--- config.mk ---
export PLATFORM = sky130hd
export DESIGN_NAME = rr_arbiter4_flat
export DESIGN_NICKNAME = d
export VERILOG_FILES = /design/src/rtl/rr_arbiter4_if.sv /design/src/rtl/rr_arbiter4.sv /design/src/flat_wrapper.sv
export SDC_FILE = /design/constraint.sdc
export NUM_CORES = 1
export LEC_CHECK = 0
export ABC_AREA = 1
export CAP_MARGIN = 20
export CORE_MARGIN = 2
export CORE_UTILIZATION = 40
export DETAILED_ROUTE_END_ITERATION = 7
export HOLD_SLACK_MARGIN = 0.12
export PLACE_DENSITY_LB_ADDON = 0.2
export SETUP_SLACK_MARGIN = 0.2
export SLEW_MARGIN = 20
export SYNTH_ARGS = -nofsm -noshare
export SYNTH_HDL_FRONTEND = slang
export SYNTH_SLANG_ARGS = --single-unit
--- constraint.sdc ---
create_clock -name clk -period 2.9 [get_ports clk]
set_input_delay 0.725 -clock clk [delete_from_list [all_inputs] [get_ports clk]]
set_output_delay 0.725 -clock clk [all_outputs]
set_load 0.01 [all_outputs]
--- src/rtl/rr_arbiter4_if.sv ---
// Handshake bundle between four producers, the round-robin arbiter and one consumer.
// Latency: none (wires only); the arbiter defines all timing.
// Backpressure: out_ready from the consumer stalls captures; req_ready acknowledges producers.
// Ports: req_valid/req_data/req_ready (producer side), out_* (consumer side),
//        grant_sel (captured index this cycle), busy (mirror of out_valid).
interface rr_arbiter4_if #(
  parameter int WIDTH = 16
);
  logic [3:0]         req_valid;
  logic [4*WIDTH-1:0] req_data;
  logic [3:0]         req_ready;
  logic               out_valid;
  logic [WIDTH-1:0]   out_data;
  logic [1:0]         out_src;
  logic               out_ready;
  logic [1:0]         grant_sel;
  logic               busy;

  // Arbiter side.
  modport master (
    input  req_valid, req_data, out_ready,
    output req_ready, out_valid, out_data, out_src, grant_sel, busy
  );

  // Producer/consumer (environment) side.
  modport slave (
    output req_valid, req_data, out_ready,
    input  req_ready, out_valid, out_data, out_src, grant_sel, busy
  );
endinterface

--- src/rtl/rr_arbiter4.sv ---
// Four-way round-robin arbiter feeding a single registered output word.
// Latency: req_ready is combinational (0 cycles); captured word appears on out_* 1 cycle later.
// Backpressure: while out_valid && !out_ready the word is held and no requester is acknowledged.
// Ports: clk, rst (async active-high); bus (rr_arbiter4_if.master) carries the
//        request, acknowledge, output and status signals.
module rr_arbiter4 #(
  parameter int WIDTH = 16
) (
  input  logic           clk,
  input  logic           rst,
  rr_arbiter4_if.master  bus
);

  typedef enum logic {
    IDLE = 1'b0,
    SEND = 1'b1
  } state_e;

  state_e             state_q, state_d;
  logic [1:0]         ptr_q, ptr_d;
  logic [WIDTH-1:0]   out_data_q, out_data_d;
  logic [1:0]         out_src_q, out_src_d;
  logic               out_valid_q, out_valid_d;

  logic               handshake;
  logic               cap;
  logic [1:0]         start;
  logic [1:0]         idx;
  logic [1:0]         win;
  logic [3:0]         req_ready_c;
  logic [1:0]         grant_sel_c;

  always_ff @(posedge clk or posedge rst) begin
    if (rst) begin
      state_q     <= IDLE;
      ptr_q       <= 2'd0;
      out_data_q  <= '0;
      out_src_q   <= 2'd0;
      out_valid_q <= 1'b0;
    end else begin
      state_q     <= state_d;
      ptr_q       <= ptr_d;
      out_data_q  <= out_data_d;
      out_src_q   <= out_src_d;
      out_valid_q <= out_valid_d;
    end
  end

  always_comb begin
    state_d     = state_q;
    ptr_d       = ptr_q;
    out_data_d  = out_data_q;
    out_src_d   = out_src_q;
    out_valid_d = out_valid_q;
    idx         = 2'd0;
    win         = 2'd0;

    handshake = (state_q == SEND) && bus.out_ready;
    // On a handshake the search starts just past the word leaving, so the
    // reload in the same cycle already sees the rotated priority.
    start = handshake ? (out_src_q + 2'd1) : ptr_q;

    // Scan from lowest priority to highest so the last hit is the winner.
    for (int i = 3; i >= 0; i--) begin
      idx = start + 2'(i);
      if (bus.req_valid[idx]) win = idx;
    end

    // rst gating keeps the acknowledge quiet while the registers are held,
    // so no producer believes a word was taken during reset.
    cap = !rst && (|bus.req_valid) && ((state_q == IDLE) || handshake);

    req_ready_c = cap ? (4'b0001 << win) : 4'b0000;
    grant_sel_c = cap ? win : 2'd0;

    if (handshake) begin
      ptr_d = out_src_q + 2'd1;
    end

    if (cap) begin
      state_d     = SEND;
      out_data_d  = bus.req_data[int'(win)*WIDTH +: WIDTH];
      out_src_d   = win;
      out_valid_d = 1'b1;
    end else if (handshake) begin
      state_d     = IDLE;
      out_valid_d = 1'b0;
    end
  end

  assign bus.req_ready = req_ready_c;
  assign bus.grant_sel = grant_sel_c;
  assign bus.out_valid = out_valid_q;
  assign bus.out_data  = out_data_q;
  assign bus.out_src   = out_src_q;
  assign bus.busy      = out_valid_q;

endmodule
--- src/flat_wrapper.sv ---
// flat-port wrapper written by rule: the top's interface ports become plain ports
module rr_arbiter4_flat 
#(
  parameter int WIDTH = 16
)
  (clk, rst, bus_req_valid, bus_req_data, bus_out_ready, bus_req_ready, bus_out_valid, bus_out_data, bus_out_src, bus_grant_sel, bus_busy);
  rr_arbiter4_if #(.WIDTH(WIDTH)) bus_i ();
  input  logic clk;
  input  logic rst;
  input wire logic [$bits(bus_i.req_valid)-1:0] bus_req_valid;
  input wire logic [$bits(bus_i.req_data)-1:0] bus_req_data;
  input wire logic [$bits(bus_i.out_ready)-1:0] bus_out_ready;
  output wire logic [$bits(bus_i.req_ready)-1:0] bus_req_ready;
  output wire logic [$bits(bus_i.out_valid)-1:0] bus_out_valid;
  output wire logic [$bits(bus_i.out_data)-1:0] bus_out_data;
  output wire logic [$bits(bus_i.out_src)-1:0] bus_out_src;
  output wire logic [$bits(bus_i.grant_sel)-1:0] bus_grant_sel;
  output wire logic [$bits(bus_i.busy)-1:0] bus_busy;
  assign bus_i.req_valid = bus_req_valid;
  assign bus_i.req_data = bus_req_data;
  assign bus_i.out_ready = bus_out_ready;
  assign bus_req_ready = bus_i.req_ready;
  assign bus_out_valid = bus_i.out_valid;
  assign bus_out_data = bus_i.out_data;
  assign bus_out_src = bus_i.out_src;
  assign bus_grant_sel = bus_i.grant_sel;
  assign bus_busy = bus_i.busy;
  rr_arbiter4 #(.WIDTH(WIDTH)) u_core (.clk(clk), .rst(rst), .bus(bus_i));
endmodule
==> results.txt <==
The tools report the number of max-slew violations in the final report as 0. TritonCTS built the clock tree. Worst min-delay path category: reg -> reg.

In the routed layout, each cell is associated on average with a via count of 4.96. Measured along the x axis, the die boundary spans 72.5 um. The synthesized netlist devotes 54.6% of its cell area to simple gates. After detailed routing, the average wire length per cell comes to 13.8 um.

At the worst endpoint, the arrival time is 2.12 ns. The total vias in the final route is 2,475. In the finished design, the share of the clock period the worst path needs comes to 98.2%.

The worst register-to-register path begins at u_core.state_q. During I/O placement, the number of pins put on the boundary was 97. The number of enable flip-flop cells after synthesis was 0. The floorplan has 24 rows. Max-cap violations in this run came to 0. For the worst setup path, the data required time is 2.17 ns. The tools report the leakage dissipation as 1.83 nW. The tools report the diode insertion count for antenna repair as 0. The tools report the final instance area as 3410 um2. The flow ran to the end, and the final reports show no timing, DRC or antenna violations. The dominant register cell in the synthesized netlist was sky130_fd_sc_hd__dfrtp_1.

Of the cells placed in the final design, the portion with a size suffix greater than 1 is 23.9%. The combinational family with the most area after synthesis is simple AND/OR/NAND/NOR gates. The run gives 28.0% as the fraction of the yosys area taken by sequential cells. The design draws 3.65 mW. Worst-path maximum fanout: 7. The HPWL after detailed placement is 4500 um.

During placement, the flow inserted port buffers numbering 96. The region available for standard cell placement spans 4440 um2. The commonest non-fill, non-tap cell in the layout was sky130_fd_sc_hd__nand2_1. Vertical die dimension: 72.5 um. The clock period could shrink to 2.85 ns.

The run gives 33 as the maximum number of pins on one net before global-route repair. The number of hold-repair buffers added at the cts stage is 0. Setup repair after global routing could not meet its margin everywhere. The run gives 392 as the number of nets produced by synthesis. The library cells used most frequently in the layout, excluding fill and tap cells, are sky130_fd_sc_hd__nand2_1, sky130_fd_sc_hd__clkdlybuf4s50_1, sky130_fd_sc_hd__nand3_1.

Global routing finished with a remaining overflow of 0. For the worst-skew pair, the clock arrives at the later sink with an insertion delay of 0.27 ns. The post-synthesis average cell area came out at 5.84 um2. Once placement finished, the instance area stood at 3040 um2. The total routed wirelength was 6860 um; the largest clock skew in the final design was 0.00763 ns. Clock-pin slew was measured on the worst setup and hold paths at 0.07 ns. After Yosys synthesis, XOR and XNOR cells account for 0% of the synthesized area. The tools report the number of antenna violations at the first check in global routing as 0.

The final layout contains 519 nets. STA classifies the critical path endpoint as an output pin. After Yosys synthesis, full adders, half adders and majority gates account for 0% of the synthesized area.

The tools report the effective utilization at floorplan as 42.2%. The filler cells instantiated in the layout total 327. The die outline area was 5250 um2. In the routed design, unresolved DRC markers number 0. The growth of design area from synthesis to finish is 82.1%, and the post-synthesis register bit count is 21. Type of the worst setup path: in -> out. For the number of nets with antenna violations after detailed routing, the log shows 0.

STA classifies the critical path startpoint as a primary input. At the end of routability-driven placement, the weighted congestion stood at 0.863. The clock net in this run drives a total of 21 sinks. The H-tree depth is 1. The worst hold path begins at u_core.bus.out_data[2].

The compound-gate portion of the synthesized area was 2.40%; the detailed-router iteration count before antenna repair was 4. The area of the mapped netlist was 1880 um2. Counting every instance in the synthesized netlist gives 321. Headroom to the max-slew limit came out at 75.5%.

The number of hold violations in the final report was 0; the count of yosys warnings during synthesis was 0. Setup total negative slack on the finished layout was measured at 0 ns. The first global-routing pass estimated 10,100 um of wire. In this run, the number of DRC markers left after iteration 0 of detailed routing was 155. At the end of the flow the core is filled with cells to 76.8%. Buffers inserted during clock tree synthesis total 3. The top achievable clock speed is 351 MHz. In the global route stage, overall resource usage came out at 23.8%. CTS placed an instance of sky130_fd_sc_hd__clkbuf_8 at the clock tree root.

Tracing the worst setup path back leads to its startpoint at bus_out_ready. IR analysis of the VDD net gives a maximum drop of 582 uV. The number of global-route vias before repair was 2,221; the number of buffers on the longest clock path was 2.

For this design the ratio of total power to cell area is 1070 nW/um2. The fraction of registers with async set or reset after synthesis is 100%. The mux share of post-synthesis cell area was 0%.

At the pin with the least slew margin, the transition time is 0.368 ns. The run gives 21 as the number of unique standard cell types used by synthesis. The tools report the final number of setup-violating endpoints as 0.
-- cell usage after synthesis, types with 2 or more instances --
master	number	area [um2]
sky130_fd_sc_hd__nand2_1	138	518
sky130_fd_sc_hd__nand3_2	5	50.1
sky130_fd_sc_hd__inv_2	2	7.51
sky130_fd_sc_hd__dfrtp_1	21	526
sky130_fd_sc_hd__inv_1	44	165
sky130_fd_sc_hd__a21oi_1	2	10.0
sky130_fd_sc_hd__nor2_1	4	15.0
sky130_fd_sc_hd__nand2_4	4	45.0
sky130_fd_sc_hd__nand3_1	72	360
sky130_fd_sc_hd__o21ai_0	3	15.0
sky130_fd_sc_hd__clkbuf_1	3	11.3
sky130_fd_sc_hd__buf_4	6	45.0
sky130_fd_sc_hd__nand2_2	5	31.3
sky130_fd_sc_hd__buf_2	5	25.0
-- logic make-up (layout without fill, tap and decap cells) --
kind of cell	Yosys count	count (layout)
flops	21	21
buf+inv	64	190
simple gates	229	229
compound gates	7	7
-- flip-flops by register name (all words and copies together) (netlist names) --
name                 count
u_core.ptr_q             2
u_core.bus.out_data     16
u_core.state_q           1
u_core.bus.out_src       2
-- metal layers --
metal  vias to the layer above  GRT usage (%)  wire length, um
li1                       1240              -                -
met1                      1107           31.8             2820
met2                       116           41.7             3470
met3                        12           1.81              400
met4                         0           6.38              173
met5                         -              0                0
-- final timing paths --
path	end	slack [ns]	cells after the start
max in group asynchronous	u_core.bus.out_src[0]	1.94	3
hold reg to reg	u_core.bus.out_data[2]	0.48	2
min in group asynchronous	u_core.bus.out_src[1]	0.71	3
setup / recovery	bus_req_ready[3]	0.05	13
setup reg to reg	u_core.bus.out_data[14]	0.40	18
hold / removal	u_core.bus.out_data[2]	0.48	2
-- final cells by class --
cell class              count  area [um2]  share of cell area (%)
inverters                  49         201                    5.90
flip-flops and latches     21         528                    15.5
clock buffers               4        45.0                    1.32
multi-input cells         236        1300                    38.1
repair buffers            137        1270                    37.3
well taps                  52        65.1                    1.91
-- where the power goes --
part	switching (mW)	total [mW]	internal [mW]
Clock	0.102	0.200	0.0984
Combinational	1.64	2.93	1.29
Sequential	0.0899	0.516	0.426
Total	1.83	3.65	1.82
-- what timing repair did --
item	CTS	global route
resized for setup	49	40
endpoints found under the setup margin	9	6
buffers inserted	13	4
pin swaps	16	23
-- per-stage QoR --
stage	cells	setup WS [ns]	hold slack, ns
after floorplan	321	0.200	0.515
final	499	0.0529	0.482
after detailed placement	478	-0.809	0.465
after CTS	495	0.138	0.484
after global routing	499	-0.0339	0.501
after global placement	478	-0.707	0.462
-- worst max-delay path: stages --
cell,delay [ns]
sky130_fd_sc_hd__buf_8,0.11
sky130_fd_sc_hd__nand2_8,0.09
sky130_fd_sc_hd__nand2_8,0.07
sky130_fd_sc_hd__nand2_8,0.12
sky130_fd_sc_hd__nand2_2,0.06
sky130_fd_sc_hd__nand2_1,0.09
sky130_fd_sc_hd__nand3_2,0.15
sky130_fd_sc_hd__nand3_4,0.16
sky130_fd_sc_hd__nand3_2,0.12
sky130_fd_sc_hd__nand2_4,0.12
sky130_fd_sc_hd__nand2_4,0.09
sky130_fd_sc_hd__nor2_4,0.11
sky130_fd_sc_hd__buf_6,0.10
No activity file was read; power rests on OpenSTA's default activity.
